File: src/rtl/rom_port_arbiter.sv
// Round-robin arbiter sharing one synchronous-read memory port among NREQ
// requesters, with a two-stage pipeline (read in flight, response register).
//
// Ports:
//   clk, rst_n     - clock, asynchronous active-low reset
//   req_valid      - per-requester read request
//   req_addr       - per-requester word address, requester i at [i*SCALE +: SCALE]
//   req_ready      - grant strobe, one-hot or zero (combinational)
//   resp_valid     - per-requester response valid, decoded from S2 registers
//   resp_data      - shared response word
//   resp_ready     - per-requester response consume
//   mem_oe         - memory read enable (combinational, equals grant)
//   mem_addr       - memory address; holds the last granted address when idle
//   mem_rdata      - memory data, valid one cycle after mem_oe
module rom_port_arbiter #(
  parameter int unsigned SCALE = 10,
  parameter int unsigned NREQ  = 3
) (
  input  logic                    clk,
  input  logic                    rst_n,
  input  logic [NREQ-1:0]         req_valid,
  input  logic [NREQ*SCALE-1:0]   req_addr,
  output logic [NREQ-1:0]         req_ready,
  output logic [NREQ-1:0]         resp_valid,
  output logic [31:0]             resp_data,
  input  logic [NREQ-1:0]         resp_ready,
  output logic                    mem_oe,
  output logic [SCALE-1:0]        mem_addr,
  input  logic [31:0]             mem_rdata
);

  localparam int unsigned IDW = (NREQ > 1) ? $clog2(NREQ) : 1;

  logic             run_q;
  logic             s1_valid;
  logic [IDW-1:0]   s1_id;
  logic             s2_valid;
  logic [IDW-1:0]   s2_id;
  logic [31:0]      s2_data;
  logic [IDW-1:0]   last_grant;
  logic [SCALE-1:0] addr_q;

  logic             found;
  logic [IDW-1:0]   idx;
  logic [IDW-1:0]   gnt_id;
  logic             gnt;
  logic             stall;
  logic             s2_take;
  logic             s1_adv;
  logic [SCALE-1:0] gnt_addr;

  // Pipeline flow control: S2 drains on consume, S1 moves when S2 is free or draining.
  assign s2_take = s2_valid & resp_ready[s2_id];
  assign s1_adv  = s1_valid & (~s2_valid | s2_take);
  assign stall   = s2_valid & ~resp_ready[s2_id] & s1_valid;

  // Round-robin search starting one past the last grant.
  always_comb begin
    found  = 1'b0;
    idx    = '0;
    gnt_id = '0;
    for (int k = 0; k < int'(NREQ); k++) begin
      idx = IDW'((int'(last_grant) + 1 + k) % int'(NREQ));
      if (!found && req_valid[idx]) begin
        found  = 1'b1;
        gnt_id = idx;
      end
    end
  end

  // run_q keeps grants off until the first clock edge after reset release.
  assign gnt      = found & run_q & ~stall;
  assign gnt_addr = req_addr[int'(gnt_id)*SCALE +: SCALE];

  always_comb begin
    req_ready = '0;
    if (gnt) begin
      req_ready[gnt_id] = 1'b1;
    end
  end

  assign mem_oe   = gnt;
  assign mem_addr = gnt ? gnt_addr : addr_q;

  always_comb begin
    resp_valid = '0;
    if (s2_valid) begin
      resp_valid[s2_id] = 1'b1;
    end
  end

  assign resp_data = s2_data;

  // Arbiter pointer, address hold and pipeline registers.
  always_ff @(posedge clk or negedge rst_n) begin
    if (!rst_n) begin
      run_q      <= 1'b0;
      last_grant <= IDW'(NREQ - 1);
      addr_q     <= '0;
      s1_valid   <= 1'b0;
      s1_id      <= '0;
      s2_valid   <= 1'b0;
      s2_id      <= '0;
      s2_data    <= '0;
    end else begin
      run_q <= 1'b1;
      if (gnt) begin
        last_grant <= gnt_id;
        addr_q     <= gnt_addr;
      end
      if (gnt) begin
        s1_valid <= 1'b1;
        s1_id    <= gnt_id;
      end else if (s1_adv) begin
        s1_valid <= 1'b0;
      end
      if (s1_adv) begin
        s2_valid <= 1'b1;
        s2_id    <= s1_id;
        s2_data  <= mem_rdata;
      end else if (s2_take) begin
        s2_valid <= 1'b0;
      end
    end
  end

endmodule

File: config.mk
export PLATFORM = sky130hd
export DESIGN_NAME = rom_port_arbiter
export DESIGN_NICKNAME = d
export VERILOG_FILES = /design/src/rtl/rom_port_arbiter.sv
export SDC_FILE = /design/constraint.sdc
export NUM_CORES = 1
export LEC_CHECK = 0
export ABC_AREA = 1
export CAP_MARGIN = 20
export CORE_MARGIN = 1
export CORE_UTILIZATION = 32
export CTS_BUF_LIST = sky130_fd_sc_hd__clkbuf_16
export CTS_CLUSTER_DIAMETER = 150
export DETAILED_ROUTE_END_ITERATION = 8
export PLACE_DENSITY = 0.73
export SLEW_MARGIN = 20
export SYNTH_ARGS = -nofsm -noshare
export SYNTH_HDL_FRONTEND = slang
export SYNTH_SLANG_ARGS = --single-unit
File: constraint.sdc
create_clock -name clk -period 2.5 [get_ports clk]
set_clock_uncertainty 0.2 [all_clocks]
set_input_delay 0.375 -clock clk [delete_from_list [all_inputs] [get_ports clk]]
set_output_delay 0.375 -clock clk [all_outputs]
set_load 0.01 [all_outputs]
==> reports/metrics.cfg, run 1 <==
[finish]
final_core_util_pct=61.3
drive_gt1_share_pct=38.4
area_delta_synth_final_pct=83.5
fin_nets=532
antennaDiodeCount=0

[worst_setup_path]
worstPathRequired_ns=1.92
end_kind=output port
reg2reg_depth=17
crit_arrival_ns=2.32
r2r-end=addr_q[4]$_DFF_PN0_
rr_startpoint=last_grant[1]$_DFFE_PN1N_
worstSetupPathType=reg -> out
rrSetupSlack_ns=-0.38
crit_path_max_fanout=4
critPathLaunchType=flip-flop

[die]
dieArea_sq_um=8470
io_pins=119
die_h_microns=92.1
dieWidth_microns=92.1
fp-row-count=32
coreArea_sq_um=7770
start_util_pct=33.4

[global_route]
grt_max_degree=51
antenna_found_initial=0
grt_pass1_vias=2626
grt_first_pass_wirelength_mm=12.1
grt-ovfl-total=0
grt_use_total_pct=17.8

[detailed_routing]
drtIter0Drc=61
drcViolationCount=0
routedWlPerCell_microns=14.0
drt-pass1-iter-count=4
viasPerCell=4.55
postRouteAntennaNets=0
vias=2547
routed_wl_mm=7.83

[synth]
yosysMostFrequentCell=nand2_1
synth_ff_type=dfrtp_1
synthCells=286
yosysTopAreaCell=dfrtp_1
async_flop_share_pct=100
synthTopCellsByCount=nand2_1 (68), dfrtp_1 (49), nand3_1 (46), inv_1 (42), mux2_2 (30)
avgSynthCellArea_sq_um=9.07
syn-num-nets=360
synth_area_leaders=dfrtp_1 (47%), mux2_2 (13%), nand2_1 (9.8%)
synth.distinct_cells=25
synth_top_cell_area_share_pct=47.3
synth_edf_count=0
ys_seq_elements=50
synth_seq_area_share_pct=48.3
ys_warn_count=0
syn_area_sq_um=2590

[min_path]
holdPathStages=1
worstHoldPathType=reg -> reg
holdPathEnd=resp_data[17]$_DFFE_PN0P_
min-delay-start=resp_data[17]$_DFFE_PN0P_

[placement]
gp_congestion=0.897
place_hpwl_mm=5.05
io_buffers=118

[timing]
rsz0062_at_grt=true
hold_viol_final=0
finalHoldWorstSlack_ns=0.290
min_period_ns=2.90
finalCritPeriodShare_pct=116
setup_viol=16
fin_ws_ns=-0.397
maxSlewViolCount=0
fmax_ghz=0.345

[clock_network]
clockBufferDepth=2
root_buffer=clkbuf_16
clock-sinks=50
htreeDepth=2
insertion_delay_ns=0.28
clk_pin_slew_worst_paths_ns=0.06
cts_tree=yes
numCtsBuffers=5

[run]
maxCapViolations=0

[power]
power_density_nw_per_um2=1410
power_leakage_nw=2.26
peakVddDrop_mv=0.779

[status]
violations=setup timing
status=finished with violations

## worst max-delay path, stage by stage, from the launching register on
cell	delay, ns
dfstp_2	0.59
inv_4	0.06
ha_4	0.18
inv_4	0.08
buf_6	0.10
buf_4	0.12
nand3_1	0.14
nand3_2	0.16
nand2_4	0.09
clkbuf_16	0.16
nand2_1	0.06
nand3_2	0.08
nand2_2	0.09
buf_6	0.10
## cells in the final DEF, fill, tap and decap left out, types with 2 or more instances in the layout
cell type        count
clkbuf_16            6
inv_4                3
buf_12               2
nand3_1             28
dfrtp_1             49
nand2_4              9
nor3_1               4
o21ai_4              2
inv_1               39
nand3_4              2
buf_6               26
buf_4               40
mux2_1               2
nand2_1             44
nor2_4               2
mux2_2              30
buf_2                2
clkdlybuf4s50_1    103
nand2_2             20
o21ai_0              5
nand3_2             18
inv_2                5
nand4_1              2
ha_4                 2
## through the flow
stage,power [mW],cells,area [sq um],TNS [ns],worst slack (ns)
detailed placement,4.75,520,4000,-6.73,-0.542
floorplan,3.28,286,2590,0,0.118
CTS,6.20,551,4550,-4.47,-0.335
global placement,4.68,520,4000,-6.59,-0.528
finish,6.73,560,4760,-5.38,-0.397
global route,7.15,560,4760,-6.77,-0.485
## layer usage
metal	vias up	global-route usage (%)	wire length, microns
met1	1184	20.8	2990
met3	14	2.82	427
met2	98	32.3	4260
met5	-	0	0
met4	0	7.16	157
li1	1251	-	-
## flip-flops by register name (all words and copies together) (netlist names)
| register | flops |
|---|---|
| s1_valid | 1 |
| resp_data | 32 |
| addr_q | 10 |
| s2_valid | 1 |
| s1_id | 2 |
| run_q | 1 |
| last_grant | 1 |
| s2_id | 2 |
## cells by family (layout without fill, tap and decap cells)
group	Yosys count	after routing	share of synthesized area (%)
buf+inv	58	230	10.8
fa+ha+maj	4	4	1.93
other cells	1	1	0.145
mux	32	32	13.9
simple gates	132	132	23.2
compound gates	9	9	1.78
flops	50	50	48.3
## report_power, final
part           total (mW)  switching [mW]  internal (mW)
Sequential           1.41           0.185           1.22
Clock               0.652           0.285          0.367
Combinational        4.67            2.09           2.58
## how the worst max path moves through the flow
stage	end	cells past startpoint	from	slack, ns
after global routing	addr_q[4]$_DFF_PN0_	20	last_grant[1]$_DFFE_PN1N_	-0.48
after floorplan	mem_addr[0]	10	last_grant[1]$_DFFE_PN1N_	0.12
after detailed placement	mem_addr[8]	13	req_valid[2]	-0.54
after CTS	mem_addr[3]	13	last_grant[1]$_DFFE_PN1N_	-0.34
after global placement	mem_addr[8]	11	req_valid[2]	-0.53
final	mem_addr[7]	13	last_grant[1]$_DFFE_PN1N_	-0.40
## layout make-up
class	instances	area, sq um
timing repair buffer	176	1720
sequential	50	1250
tap	102	128
clock buffer	5	125
fill	658	3010
multi-input combinational	178	1330
inverter	47	184
clock inverter	2	13.8
## timing repair
action / 4_1_cts / 5_1_grt
hold buffers: 1 / 0
setup buffers: 23 / 10
resized for setup: 123 / 32
setup endpoints to repair: 14 / 16
endpoints found under the hold margin: 49 / 0
pin swaps: 35 / 22
gates cloned: 0 / 1
Note: power is estimated with default switching activity, not from simulation.
==> run 2: changes to the inputs <==
Settings changed: SETUP_SLACK_MARGIN from default to 0.2.
Clock period 2.5 ns to 3.3 ns, I/O delays scaled along.
==> run 2 against run 1 <==
Compared with the run above: critical path depth unchanged; via count fell by 6.6%; the flow now finishes without violations; sequential cell count unchanged.
==> reports/metrics.cfg, run 2 (synthesis gave the netlist of run 1 again) <==
[worst_setup_path]
crit_path_max_fanout=9
worstSetupPathType=reg -> out
worstPathRequired_ns=2.60
cp_slowest_stage_delay_ns=0.59
critPathBufInv=4
slowest_stage=dfstp_2
crit_top_cell=nand3_1
path_depth=13
end_kind=output port
rr_startpoint=last_grant[1]$_DFFE_PN1N_
critPathTopFamily=simple AND/OR/NAND/NOR gates
r2r-end=addr_q[4]$_DFF_PN0_
critPathLaunchType=flip-flop
crit_arrival_ns=2.34
rrSetupSlack_ns=1.05
reg2reg_depth=13
crit_chain=inv_2, ha_4, inv_4, nand3_1, nand2_2, nand2_1, nor2_2, nand2_2, buf_6, nand3_1, nand3_1, nand2_1, clkbuf_2

[power]
power_switching_mw=1.61
total_power_mw=4.21
peakVddDrop_mv=0.455
power_density_nw_per_um2=1010
p_int_mw=2.60
pwr-share-comb_pct=60.5
pwr-share-seq_pct=25.3
switching_share_pct=38.2
power_leakage_nw=2.00
pwr-share-clk_pct=14.1

[finish]
area_delta_synth_final_pct=61.1
fin_cells=521
final_cell_mix=clkdlybuf4s50_1 (103), nand2_1 (64), dfrtp_1 (49)
fin_nets=492
antennaDiodeCount=0
layout_commonest_cell=clkdlybuf4s50_1
fill_cells=715
drive_gt1_share_pct=23.6
largest_register_ff_count=32

[clock_network]
insertion_delay_ns=0.28
clockBufferDepth=2
numCtsBuffers=5
root_buffer=clkbuf_16
cts_tree=yes
clock-sinks=50
postCtsHoldBufs=0
clk_pin_slew_worst_paths_ns=0.07
htreeDepth=2

[placement]
gp_congestion=0.895
place_hpwl_mm=4.91
io_buffers=118
placed_cells=504

[global_route]
grt_use_total_pct=16.2
grt_max_degree=51
grt_pass1_vias=2361
antenna_found_initial=0
grt_first_pass_wirelength_mm=11.0
grt-ovfl-total=0

[die]
coreArea_sq_um=7770
dieArea_sq_um=8470
start_util_pct=33.4
dieWidth_microns=92.1
fp-row-count=32
io_pins=119
die_h_microns=92.1

[min_path]
worstHoldPathType=in -> async

[detailed_routing]
viasPerCell=4.57
routed_wl_mm=6.82
vias=2379
postRouteAntennaNets=0
drcViolationCount=0
drtIter0Drc=59
drt-pass1-iter-count=4
routedWlPerCell_microns=13.1

[timing]
worst_slew_pin_slew_ns=0.810
setup_viol=0
fmax_ghz=0.329
slew_headroom_pct=45.8
hold_viol_final=0
finalCritPeriodShare_pct=92.1
rsz0062_at_grt=true
maxSlewViolCount=0
min_period_ns=3.04

[run]
maxCapViolations=0

[status]
status=completed

## run 2: cell types whose count changed in the layout (fill, tap and decap cells not counted), moves of 3 or more
cell / change
buf_4: -27
nand2_1: +20
buf_6: -17
nand2_2: -12
nand3_1: +11
nand3_2: -9
nand2_4: -8
dlygate4sd2_1: +4
clkbuf_2: +3
## run 2: what timing repair did
item | in CTS | in global routing
pin swaps | 3 | 16
endpoints found under the setup margin | 14 | 12
buffers inserted | 5 | 4
resized for setup | 45 | 26
## run 2: metrics by stage
| stage | hold slack [ns] | TNS (ns) | cell area [sq um] | util, % | setup slack, ns |
|---|---|---|---|---|---|
| 4_1_cts | 0.272 | 0 | 4080 | 52.5 | 0.146 |
| 3_5_place_dp | 0.294 | -0.00367 | 3860 | 49.8 | -0.00367 |
| 5_1_grt | 0.0869 | 0 | 4180 | 53.8 | 0.158 |
| 3_3_place_gp | 0.275 | 0 | 3860 | 49.8 | 0.0496 |
| 2_1_floorplan | -0.000591 | 0 | 2590 | - | 0.798 |
| 6_report | 0.0343 | 0 | 4180 | 53.8 | 0.261 |
## run 2: power by group through the flow
stage | Combinational, mW | Sequential, mW | Clock [mW]
detailed placement | 2.41 | 1.08 | 0
global placement | 2.38 | 1.06 | 0
global route | 2.76 | 1.11 | 0.632
CTS | 2.40 | 1.06 | 0.614
floorplan | 1.32 | 1.16 | 0
finish | 2.54 | 1.07 | 0.595
## run 2: per-layer routing
metal | GRT usage, % | routed length (microns) | share of wire (%)
met1 | 20.8 | 2890 | 42
met2 | 27.3 | 3360 | 49
met3 | 2.57 | 413 | 6.1
met4 | 6.25 | 161 | 2.4
met5 | 0 | 0 | 0
## run 2: cell type report
class	count	area [sq um]	area share (%)
multi-input cells	178	1150	27.4
clock buffers	5	125	2.99
well taps	102	128	3.05
clock inverters	3	47.5	1.14
inverters	47	181	4.34
flip-flops and latches	50	1250	30.0
repair buffers	136	1300	31.1
## run 2: worst max path at each step
stage	from	slack [ns]	endpoint
finish	last_grant[1]$_DFFE_PN1N_	0.26	mem_addr[8]
global route	last_grant[1]$_DFFE_PN1N_	0.16	mem_addr[8]
CTS	last_grant[1]$_DFFE_PN1N_	0.15	mem_addr[8]
detailed placement	req_valid[2]	-0.004	mem_addr[0]
global placement	req_valid[2]	0.05	mem_addr[8]
floorplan	last_grant[1]$_DFFE_PN1N_	0.80	mem_addr[0]
==> run 3: changes to the inputs <==
Settings changed: CORE_UTILIZATION 32 to 35, PLACE_DENSITY 0.73 to 0.7.
==> run 3 against run 2 <==
Compared with the run above: sequential share of layout area shrank 1.7 points; first-iteration DRC count is 110% higher; worst setup slack worse by 0.036 ns; sequential cell count unchanged; critical path type unchanged; non-clock buffer count rose by 11; maximum frequency down 1.2%; count of clock-buffer cells in the layout unchanged; design area rose by 6.0%.
==> reports/metrics.cfg, run 3 (synthesis gave the netlist of run 1 again) <==
[die]
start_util_pct=36.0
fp-row-count=31
coreArea_sq_um=7210
die_h_microns=88.1
io_pins=119
dieWidth_microns=88.1
dieArea_sq_um=7760

[worst_setup_path]
worstSetupPathType=reg -> out
rr_startpoint=last_grant[1]$_DFFE_PN1N_
critPathLaunchType=flip-flop
rrSetupSlack_ns=0.96
r2r-end=addr_q[6]$_DFF_PN0_
crit_path_max_fanout=7
crit_arrival_ns=2.38
end_kind=output port
reg2reg_depth=14
worstPathRequired_ns=2.60

[clock_network]
numCtsBuffers=5
clk_pin_slew_worst_paths_ns=0.07
insertion_delay_ns=0.28
htreeDepth=2
cts_tree=yes
clock-sinks=50
clockBufferDepth=2
root_buffer=clkbuf_16

[global_route]
grt_pass1_vias=2245
grt_first_pass_wirelength_mm=9.97
grt-ovfl-total=0
grt_max_degree=38
antenna_found_initial=0
grt_use_total_pct=16.4

[finish]
area_delta_synth_final_pct=70.8
fin_area_sq_um=4430
drive_gt1_share_pct=28.8
layout_commonest_cell=clkdlybuf4s50_1
largest_register_ff_count=32
antennaDiodeCount=0
fill_cells=617
fin_cells=529
fin_nets=503
final_cell_mix=clkdlybuf4s50_1 (103), nand2_1 (61), dfrtp_1 (49)

[placement]
io_buffers=118
dpl_cell_area_sq_um=3880
place_hpwl_mm=4.73
place_ws_ns=-0.0176
placed_cells=499
gp_congestion=0.875

[timing]
min_period_ns=3.07
fin_ws_ns=0.225
hold_viol_final=0
slew_headroom_pct=43.8
finalCritPeriodShare_pct=93.2
setup_viol=0
worst_slew_pin_slew_ns=0.841
maxSlewViolCount=0
fmax_ghz=0.325
rsz0062_at_grt=true

[min_path]
holdPathStages=1
holdPathEnd=resp_data[17]$_DFFE_PN0P_
min-delay-start=resp_data[17]$_DFFE_PN0P_
worstHoldPathType=reg -> reg

[status]
status=completed

[run]
maxCapViolations=0

[detailed_routing]
routedWlPerCell_microns=13.4
viasPerCell=4.57
routed_wl_mm=7.09
drt-pass1-iter-count=4
drtIter0Drc=126
drcViolationCount=0
postRouteAntennaNets=0
vias=2417

[power]
peakVddDrop_mv=0.483
power_leakage_nw=2.10
power_density_nw_per_um2=1020

## run 3: changes by cell type in the layout (fill, tap and decap cells not counted), sizes merged
cell,change
dlygate4sd3,+1
clkinv,-1
inv,+1
clkbuf,-1
buf,+11
## run 3: cell type report
class / count / area, sq um / area share, %
clock buffers: 5 / 125 / 2.82
clock inverters: 3 / 47.5 / 1.07
inverters: 47 / 181 / 4.09
multi-input cells: 178 / 1230 / 27.8
flip-flops and latches: 50 / 1250 / 28.3
well taps: 99 / 124 / 2.80
repair buffers: 147 / 1470 / 33.2
## run 3: worst max path at each step
stage	from	end	cells past startpoint
floorplan	last_grant[1]$_DFFE_PN1N_	mem_addr[0]	10
global placement	req_valid[2]	mem_addr[0]	11
detailed placement	req_valid[1]	mem_addr[0]	12
CTS	last_grant[1]$_DFFE_PN1N_	mem_addr[0]	13
global route	last_grant[1]$_DFFE_PN1N_	mem_addr[0]	14
finish	last_grant[1]$_DFFE_PN1N_	req_ready[2]	12
## run 3: timing repair
item                                   4_1_cts  5_1_grt
gates resized for setup                     37       62
hold buffers                                 1        0
setup buffers                                8       11
setup endpoints to repair                   14       12
cloned                                       0        2
pin swaps                                    7       22
endpoints found under the hold margin       29        0
## run 3: stage by stage
step / total power, mW / TNS (ns) / util [%] / hold WS (ns)
global route: 4.84 / 0 / 61.4 / 0.316
CTS: 4.19 / 0 / 58.1 / 0.297
finish: 4.54 / 0 / 61.4 / 0.293
floorplan: 2.48 / 0 / - / -0.000591
global placement: 3.40 / 0 / 53.1 / 0.273
detailed placement: 3.45 / -0.0654 / 53.8 / 0.268
## run 3: layer usage
layer	share of wire (%)	GRT usage (%)
met5	0	0
met4	1.1	4.84
met3	6.8	3.20
met2	54	29.7
met1	38	19.8
## run 3: power breakdown
part / internal (mW) / leakage [nW] / switching, mW
Sequential: 0.927 / 0.593 / 0.140
Clock: 0.363 / 0.0848 / 0.230
Combinational: 1.52 / 1.42 / 1.36
## run 3: worst max-delay path, stage by stage (launching register included)
cell           delay, ns
dfstp_2             0.58
inv_2               0.08
buf_6               0.12
ha_4                0.16
o21ai_2             0.16
nand2_2             0.09
nand3_2             0.09
nand2_2             0.09
nor2_4              0.18
clkbuf_16           0.18
nand2_4             0.05
inv_1               0.04
dlygate4sd2_1       0.27
